<file path="config.mk">
export PLATFORM = sky130hd
export DESIGN_NAME = branch_resolve_unit_flat
export DESIGN_NICKNAME = d
export VERILOG_FILES = /design/src/rtl/branch_resolve_unit_if.sv /design/src/rtl/branch_resolve_unit.sv /design/src/flat_wrapper.sv
export SDC_FILE = /design/constraint.sdc
export NUM_CORES = 1
export LEC_CHECK = 0
export ABC_AREA = 1
export CORE_UTILIZATION = 58
export DETAILED_ROUTE_END_ITERATION = 7
export PLACE_DENSITY_LB_ADDON = 0.12
export RECOVER_POWER = 25
export SKIP_LAST_GASP = 1
export SLEW_MARGIN = 40
export SYNTH_ARGS = -nofsm -noshare
export SYNTH_HDL_FRONTEND = slang
export SYNTH_SLANG_ARGS = --single-unit
</file>
<file path="constraint.sdc">
create_clock -name clk -period 8.35 [get_ports clk]
set_input_delay 1.67 -clock clk [delete_from_list [all_inputs] [get_ports clk]]
set_output_delay 1.67 -clock clk [all_outputs]
set_load 0.01 [all_outputs]
</file>
<file path="src/rtl/branch_resolve_unit_if.sv">
// rtl/branch_resolve_unit_if.sv - fetch/execute/BHT signal bundle for the branch resolve unit
interface branch_resolve_unit_if #(
    parameter int table_width = 3,
    parameter int queue_depth = 4
);
    logic                   F_Valid;
    logic [31:0]            F_PC;
    logic                   F_PredictTaken;
    logic                   F_Ready;
    logic                   EX_Valid;
    logic                   EX_Taken;
    logic [31:0]            EX_Target;
    logic [table_width-1:0] JB_PC_Slice;
    logic                   JB_BranchTaken;
    logic                   JB_AttemptBranch;
    logic                   Flush;
    logic [31:0]            Redirect_PC;
    logic [15:0]            Branch_Count;
    logic [15:0]            Mispredict_Count;
    logic                   Err_Underflow;

    modport master (
        output F_Valid, F_PC, F_PredictTaken, EX_Valid, EX_Taken, EX_Target,
        input  F_Ready, JB_PC_Slice, JB_BranchTaken, JB_AttemptBranch, Flush,
               Redirect_PC, Branch_Count, Mispredict_Count, Err_Underflow
    );

    modport slave (
        input  F_Valid, F_PC, F_PredictTaken, EX_Valid, EX_Taken, EX_Target,
        output F_Ready, JB_PC_Slice, JB_BranchTaken, JB_AttemptBranch, Flush,
               Redirect_PC, Branch_Count, Mispredict_Count, Err_Underflow
    );
endinterface

</file>
<file path="src/rtl/branch_resolve_unit.sv">
// rtl/branch_resolve_unit.sv - in-order predicted-branch queue with BHT update and mispredict flush
// Execute always resolves the oldest in-flight branch; a mispredict empties the queue and stalls fetch one cycle.
module branch_resolve_unit #(
    parameter int table_width = 3,
    parameter int queue_depth = 4
) (
    input  logic                clk,
    input  logic                rst,
    branch_resolve_unit_if.slave bus
);
    localparam int ptr_w = (queue_depth > 1) ? $clog2(queue_depth) : 1;
    localparam int cnt_w = ptr_w + 1;
    localparam logic [cnt_w-1:0] depth_c = cnt_w'(queue_depth);

    typedef enum logic {RUN = 1'b0, RECOVER = 1'b1} state_t;

    state_t                 state_q, state_d;
    logic [cnt_w-1:0]       count_q, count_d;
    logic [ptr_w-1:0]       rd_ptr_q, rd_ptr_d;
    logic [ptr_w-1:0]       wr_ptr_q, wr_ptr_d;
    logic [31:0]            mem_pc_q   [queue_depth];
    logic [31:0]            mem_pc_d   [queue_depth];
    logic                   mem_pred_q [queue_depth];
    logic                   mem_pred_d [queue_depth];
    logic                   attempt_q, attempt_d;
    logic                   taken_q, taken_d;
    logic [table_width-1:0] slice_q, slice_d;
    logic                   flush_q, flush_d;
    logic [31:0]            redirect_q, redirect_d;
    logic [15:0]            branch_cnt_q, branch_cnt_d;
    logic [15:0]            mispred_cnt_q, mispred_cnt_d;
    logic                   err_q, err_d;

    logic        run;
    logic        f_ready;
    logic        push;
    logic        pop;
    logic        mispredict;
    logic [31:0] head_pc;
    logic        head_pred;

    // Ready looks only at the registered count, so a same-cycle pop never frees a slot.
    assign run        = (state_q == RUN);
    assign f_ready    = run && (count_q < depth_c);
    assign push       = bus.F_Valid && f_ready;
    assign pop        = run && bus.EX_Valid && (count_q != '0);
    assign head_pc    = mem_pc_q[rd_ptr_q];
    assign head_pred  = mem_pred_q[rd_ptr_q];
    assign mispredict = pop && (bus.EX_Taken != head_pred);

    always_comb begin
        state_d       = state_q;
        count_d       = count_q;
        rd_ptr_d      = rd_ptr_q;
        wr_ptr_d      = wr_ptr_q;
        mem_pc_d      = mem_pc_q;
        mem_pred_d    = mem_pred_q;
        attempt_d     = 1'b0;
        flush_d       = 1'b0;
        taken_d       = taken_q;
        slice_d       = slice_q;
        redirect_d    = redirect_q;
        branch_cnt_d  = branch_cnt_q;
        mispred_cnt_d = mispred_cnt_q;
        err_d         = err_q;

        if (state_q == RECOVER) begin
            state_d = RUN;
        end

        if (run && bus.EX_Valid && (count_q == '0)) begin
            err_d = 1'b1;
        end

        if (pop) begin
            attempt_d = 1'b1;
            slice_d   = head_pc[table_width+1:2];
            taken_d   = bus.EX_Taken;
            if (branch_cnt_q != 16'hFFFF) begin
                branch_cnt_d = branch_cnt_q + 16'd1;
            end
        end

        if (mispredict) begin
            // Everything younger than the mispredicted branch is wrong-path, including this cycle's push.
            flush_d    = 1'b1;
            redirect_d = bus.EX_Taken ? bus.EX_Target : head_pc + 32'd4;
            if (mispred_cnt_q != 16'hFFFF) begin
                mispred_cnt_d = mispred_cnt_q + 16'd1;
            end
            count_d  = '0;
            rd_ptr_d = '0;
            wr_ptr_d = '0;
            state_d  = RECOVER;
        end else begin
            if (push) begin
                mem_pc_d[wr_ptr_q]   = bus.F_PC;
                mem_pred_d[wr_ptr_q] = bus.F_PredictTaken;
                wr_ptr_d             = wr_ptr_q + ptr_w'(1);
            end
            if (pop) begin
                rd_ptr_d = rd_ptr_q + ptr_w'(1);
            end
            count_d = count_q + cnt_w'(push) - cnt_w'(pop);
        end
    end

    always_ff @(posedge clk or posedge rst) begin
        if (rst) begin
            state_q       <= RUN;
            count_q       <= '0;
            rd_ptr_q      <= '0;
            wr_ptr_q      <= '0;
            attempt_q     <= 1'b0;
            taken_q       <= 1'b0;
            slice_q       <= '0;
            flush_q       <= 1'b0;
            redirect_q    <= '0;
            branch_cnt_q  <= '0;
            mispred_cnt_q <= '0;
            err_q         <= 1'b0;
        end else begin
            state_q       <= state_d;
            count_q       <= count_d;
            rd_ptr_q      <= rd_ptr_d;
            wr_ptr_q      <= wr_ptr_d;
            attempt_q     <= attempt_d;
            taken_q       <= taken_d;
            slice_q       <= slice_d;
            flush_q       <= flush_d;
            redirect_q    <= redirect_d;
            branch_cnt_q  <= branch_cnt_d;
            mispred_cnt_q <= mispred_cnt_d;
            err_q         <= err_d;
        end
    end

    // Entry storage is only read behind a valid count, so it needs no reset.
    always_ff @(posedge clk) begin
        mem_pc_q   <= mem_pc_d;
        mem_pred_q <= mem_pred_d;
    end

    assign bus.F_Ready          = f_ready;
    assign bus.JB_AttemptBranch = attempt_q;
    assign bus.JB_BranchTaken   = taken_q;
    assign bus.JB_PC_Slice      = slice_q;
    assign bus.Flush            = flush_q;
    assign bus.Redirect_PC      = redirect_q;
    assign bus.Branch_Count     = branch_cnt_q;
    assign bus.Mispredict_Count = mispred_cnt_q;
    assign bus.Err_Underflow    = err_q;
endmodule

</file>
<file path="src/flat_wrapper.sv">
// flat-port wrapper written by rule: the top's interface ports become plain ports
module branch_resolve_unit_flat 
#(
    parameter int table_width = 3,
    parameter int queue_depth = 4
)
  (clk, rst, bus_F_Valid, bus_F_PC, bus_F_PredictTaken, bus_EX_Valid, bus_EX_Taken, bus_EX_Target, bus_F_Ready, bus_JB_PC_Slice, bus_JB_BranchTaken, bus_JB_AttemptBranch, bus_Flush, bus_Redirect_PC, bus_Branch_Count, bus_Mispredict_Count, bus_Err_Underflow);
  branch_resolve_unit_if #(.table_width(table_width), .queue_depth(queue_depth)) bus_i ();
  input  logic clk;
  input  logic rst;
  input wire logic [$bits(bus_i.F_Valid)-1:0] bus_F_Valid;
  input wire logic [$bits(bus_i.F_PC)-1:0] bus_F_PC;
  input wire logic [$bits(bus_i.F_PredictTaken)-1:0] bus_F_PredictTaken;
  input wire logic [$bits(bus_i.EX_Valid)-1:0] bus_EX_Valid;
  input wire logic [$bits(bus_i.EX_Taken)-1:0] bus_EX_Taken;
  input wire logic [$bits(bus_i.EX_Target)-1:0] bus_EX_Target;
  output wire logic [$bits(bus_i.F_Ready)-1:0] bus_F_Ready;
  output wire logic [$bits(bus_i.JB_PC_Slice)-1:0] bus_JB_PC_Slice;
  output wire logic [$bits(bus_i.JB_BranchTaken)-1:0] bus_JB_BranchTaken;
  output wire logic [$bits(bus_i.JB_AttemptBranch)-1:0] bus_JB_AttemptBranch;
  output wire logic [$bits(bus_i.Flush)-1:0] bus_Flush;
  output wire logic [$bits(bus_i.Redirect_PC)-1:0] bus_Redirect_PC;
  output wire logic [$bits(bus_i.Branch_Count)-1:0] bus_Branch_Count;
  output wire logic [$bits(bus_i.Mispredict_Count)-1:0] bus_Mispredict_Count;
  output wire logic [$bits(bus_i.Err_Underflow)-1:0] bus_Err_Underflow;
  assign bus_i.F_Valid = bus_F_Valid;
  assign bus_i.F_PC = bus_F_PC;
  assign bus_i.F_PredictTaken = bus_F_PredictTaken;
  assign bus_i.EX_Valid = bus_EX_Valid;
  assign bus_i.EX_Taken = bus_EX_Taken;
  assign bus_i.EX_Target = bus_EX_Target;
  assign bus_F_Ready = bus_i.F_Ready;
  assign bus_JB_PC_Slice = bus_i.JB_PC_Slice;
  assign bus_JB_BranchTaken = bus_i.JB_BranchTaken;
  assign bus_JB_AttemptBranch = bus_i.JB_AttemptBranch;
  assign bus_Flush = bus_i.Flush;
  assign bus_Redirect_PC = bus_i.Redirect_PC;
  assign bus_Branch_Count = bus_i.Branch_Count;
  assign bus_Mispredict_Count = bus_i.Mispredict_Count;
  assign bus_Err_Underflow = bus_i.Err_Underflow;
  branch_resolve_unit #(.table_width(table_width), .queue_depth(queue_depth)) u_core (.clk(clk), .rst(rst), .bus(bus_i));
endmodule
</file>
# Word-level counts from Yosys, hierarchy flattened
# Cells that the tools add are included.
# word_totals
ff_bits	210
inputBits	70
out_inout_bits	72
wordCells	71
# classes
add_sub_neg	7
n_lt_le_gt_ge	4
eq_ne	3
n_mux	20
bitwise_logic	4
n_reduce_logical	14
# op_table
operator	n
$bwmux 128	1
$mux 32	4
$bmux 32 s2	1
$demux 32 s2	1
$add 16x1->16 const B	2
$add 32x3->32 const B	1
$ne 16x16->1 const B	2
$mux 2	4
$logic_and 1x1->1	7
$ge 3x3->1 const B	2
$not 2->3	2
$reduce_and 2->1	3
$mux 1	5
$add 2x1->2 const B	2
$bwmux 4	1
$reduce_bool 2->1	2
$add 3x1->3	1
$logic_not 3->1	1
$lt 3x1->1 const B	1
$lt 3x3->1 const B	1
$mux 3	1
$reduce_bool 3->1	1
$sub 3x1->3	1
$bmux 1 s2	1
3 further kinds	4

# Logic depth before layout (Yosys ltp)
# logic_depth
ltp_word	8
ltp_mapped	17
depth_no_buf	15

# Least setup slack after synthesis
# No wires, ideal clock.
# synth_timing
kind	input-to-reg
startpoint	in bus_EX_Taken
endpoint	reg u_core.mem_pc_q[0] (netlist bit) (enable)
setup_time_ns	0.423
t_arrival_ns	4.040
required_ns	7.927
slack_ns	3.887
stages	7
n_path_buf	2
cell_sequence	clkbuf_1 > inv_1 > xor2_2 > nand2_2 > buf_4 > nand2_1 > nor2_1
# synth_between
elab_chain_len	4
# synth_rtl
element	line_no	text
start: declaration	flat_wrapper.sv:15	input wire logic [$bits(bus_i.EX_Taken)-1:0] bus_EX_Taken;
$ne 1x1->1	branch_resolve_unit.sv:49	assign mispredict = pop && (bus.EX_Taken != head_pred);
$logic_and 1x1->1	branch_resolve_unit.sv:49	
$not 1->1 (no source line)	-	
$reduce_and 2->1 (no source line)	-	
end signal: assignment	branch_resolve_unit.sv:140	mem_pc_q <= mem_pc_d;
end: declaration	branch_resolve_unit.sv:21	logic [31:0] mem_pc_q [queue_depth];
# Every way passes these cells.
# A chain may end at the register's enable or synchronous reset.

# Final worst setup path
# layout_timing
startpoint	in bus_EX_Taken
endpoint	reg u_core.redirect_q[16] (netlist: u_core.bus.Redirect_PC[16])
# layout_between
elab_chain_len	2
word_cells_on_any_way	3
cone_classes	eq/ne (1); mux (1); reduce/logical (1)
# layout_rtl
element	line_no	text
$ne 1x1->1	branch_resolve_unit.sv:49	
$logic_and 1x1->1	branch_resolve_unit.sv:49	
end signal: assignment	branch_resolve_unit.sv:131	redirect_q <= redirect_d;
end: declaration	branch_resolve_unit.sv:29	logic [31:0] redirect_q, redirect_d;
# Parallel ways exist; a longest one is shown, timed or not.

==> results by group <==
Timing
  • Clock Skews: around 0.023 ns
  • Worst hold margin: 0.4778 ns
  • Minimum clock period: 4.253 ns
  • Tcrit/Tclk final: 50.94%
  • Relative slew slack: 49.49%
  • Fmax: 235.1 MHz
  • RSZ-0062 raised after global routing: false
  • Final setup vio count: 0
  • Final Max Tran Viols: 0
  • Setup_tns: 0 ns
  • Final hold viol count: 0
  • Slew at the pin closest to its max-slew limit: 0.7553 ns

Hold path
  • WHS Path Cells: 2
  • Min-delay src: u_core.bus.Redirect_PC[30]
  • Class of the worst hold path: flip-flop to flip-flop

Clocking
  • CTS tree: yes
  • Clock transition at path regs: 0.06 ns
  • TritonCTS buffer count: 23
  • Hold_buf cts: 0
  • CTS HTree Levels: 1
  • Root buffer cell: clkbuf_16
  • Max Root-Sink Buffers: 3
  • CTS sink cnt: 210
  • Post-CTS Setup Bufs: 0
  • Clk Latency, worst-skew pair: 0.52 ns
  • Post-cts gate resize count: 0

Placement
  • Placer Congestion: 0.9353
  • Dpl cells: 1483
  • Final HPWL DP: roughly 17000 um
  • # port buffers: 141
  • DP Area: roughly 12000 um2

Global route
  • Tot GR Track Use: a little over a quarter
  • Largest net degree at the start of global routing: 79
  • Total grt overflow: 0
  • Antenna violations before repair: 0
  • Global-route wire length before repair: a little under 40000 um
  • Vias in the first global route: roughly 7600

Worst setup path
  • Worst-path maximum fanout: 58
  • Req. time, crit path: 8.74 ns
  • Slowest CP cell: clkdlybuf4s50_1
  • CP Capture Type: flip-flop
  • Crit path cell chain: clkdlybuf4s50_1 -> inv_1 -> buf_4 -> xor2_2 -> nand2_2 -> buf_4 -> inv_2 -> or2_2 -> a21boi_1
  • Reg2reg start: u_core.rd_ptr_q[1]
  • CP startpoint kind: input pin
  • Critical Path Source: bus_EX_Taken
  • R2r worst-path depth: 15
  • Slowest stage delay, CP: between 0.9 and 1 ns
  • Logic depth of the worst path, buffers included: 9
  • Top delay family on crit path: buffers and inverters
  • Most used cell, CP: buf_4
  • Crit Path Class: input pin to flip-flop
  • Arr. time, crit path: 4.64 ns
  • CP Buf/Inv Count: 5

Routing
  • Routed vias/inst: 5.311
  • DRC viols: 0
  • Antenna viol nets, final: 0
  • Starting DRT DRC Count: 802
  • DR vias: 8099
  • Drt total wl: 24400 um
  • Wire length per cell: 16.00 um
  • DRT Pass-1 Iters: 6

Synthesis
  • Asr flop ratio synth: between 30% and 40%
  • Syn Area/Cell: 9.082 um2
  • Cell count after synthesis: 1147
  • Top cells by count, synth: nand2_1, edfxtp_1, nand3_1, nor2_1, inv_1
  • Synth warn: 0
  • Sequential fraction of the synthesis area: 56.79%
  • Synthesized cell area: between 10000 and 15000 um2
  • FF+latch count, synth: 210
  • Top cell type's share of synthesized area: 38.05%
  • Cell taking the most area after synthesis: edfxtp_1
  • Post-Syn Nets: ~1200
  • Top-count cell post-synth: nand2_1
  • Post-synth cell types: 44
  • Most common flop cell mapped by yosys: edfxtp_1
  • EDFF count, synth: 132
  • Synth top area cells: edfxtp_1, dfrtp_1, nand2_1, nand3_1, nor2_1

Final layout
  • Fin nets: approximately 1400
  • # diodes: 0
  • Layout area overhead: 21.35%
  • Sequential cell area: between 5000 and 6000 um2
  • Final Cell Area: 12640 um2
  • Post-route non-filler standard cell count: 1525
  • Footprint of the multi-input gates: 3846 um2
  • Final core occ: 72.59%
  • Layout fillers: 1281
  • Share of cells above drive strength 1: 7.923%

Power and ir drop
  • PD cells: 338.5 nW/um2
  • LEAKAGE: 5.369 nW
  • VDD IR max: between 0.2 and 0.25 mV

Floorplan
  • Die area: 18500 um2
  • Cell row count: 48
  • Initial core utilization: between 50% and 60%
  • Total core area: 17420 um2
  • Die width: 136.0 um
  • Die H: 136.0 um
  • Ports: 142

Run status
  • Outcome: complete, no violations

Run
  • MaxCap Viol Count: 0
## state kept, by name, indices dropped and copies added, names as in the netlist
register	cells
u_core.wr_ptr_q	2
u_core.bus.Branch_Count	16
u_core.mem_pred_q	4
u_core.bus.JB_PC_Slice	3
u_core.bus.JB_AttemptBranch	1
u_core.count_q	3
u_core.rd_ptr_q	2
u_core.state_q	1
u_core.bus.Redirect_PC	32
u_core.bus.JB_BranchTaken	1
u_core.mem_pc_q	128
u_core.bus.Mispredict_Count	16
u_core.bus.Err_Underflow	1
## path summary, 6_finish.rpt
path	slack (ns)	endpoint
min in group asynchronous	1.66	u_core.bus.Branch_Count[7]
worst min register to register	0.48	u_core.bus.Redirect_PC[30]
max in group asynchronous	6.13	u_core.rd_ptr_q[0]
worst max-delay path	4.10	u_core.bus.Redirect_PC[16]
worst max register to register	4.87	u_core.bus.Redirect_PC[30]
worst min-delay path	0.48	u_core.bus.Redirect_PC[30]
## final cells by class
class                      instances  area share [%]
clock buffer                      37           5.453
clock inverter                     5          0.3662
inverter                          90           2.732
multi-input combinational        806           30.42
sequential                       210           46.80
tap                              225           2.227
timing repair buffer             152           12.00
## tightest hold or removal path: stages (launching register included)
cell and delay [ns]:
dfrtp_1 0.34, nand2_1 0.05, nand2_1 0.05
## layer usage
metal  vias to the layer above  global-route usage, %  wire length [um]
li1                       4022                      -                 -
met1                      3707                  38.59             10690
met2                       316                  41.79             11160
met3                        54                  4.773              1874
met4                         0                  9.136               685
met5                         -                      0                 0
## power breakdown
group	leakage, nW	switching [mW]	internal [mW]
sequential	2.16	0.132	1.34
clock	0.357	0.398	0.570
combinational	2.85	1.17	0.668
total	5.37	1.70	2.58
## cell usage in the layout (no fill, tap or decap), types with 19 or more instances in the layout
master           Yosys  layout
nand2_1            409     409
edfxtp_1           132     132
clkdlybuf4s50_1      0     110
nand3_1            108     108
nor2_1             103      99
inv_1               86      85
dfrtp_1             78      77
dlygate4sd3_1        0      31
o21ai_0             24      24
clkbuf_16            0      24
xor2_1              22      22
nand2_2             19      19
## cells by family after synthesis
family / after synthesis / share of synthesized area [%]
AND/OR/NAND/NOR: 690 / 28.19
AO/OA/AOI/OAI: 72 / 4.384
XOR/XNOR: 34 / 2.931
buffers and inverters: 131 / 6.438
flip-flops: 210 / 56.79
adder cells (fa/ha/maj): 10 / 1.273
## metrics by stage
stage / setup slack (ns) / power, mW
2_1_floorplan: 3.887 / 2.732
3_3_place_gp: 3.597 / 3.270
3_5_place_dp: 3.609 / 3.315
4_1_cts: 4.125 / 4.289
5_1_grt: 3.886 / 4.565
6_report: 4.097 / 4.279
No activity file was read; power rests on OpenSTA's default activity.
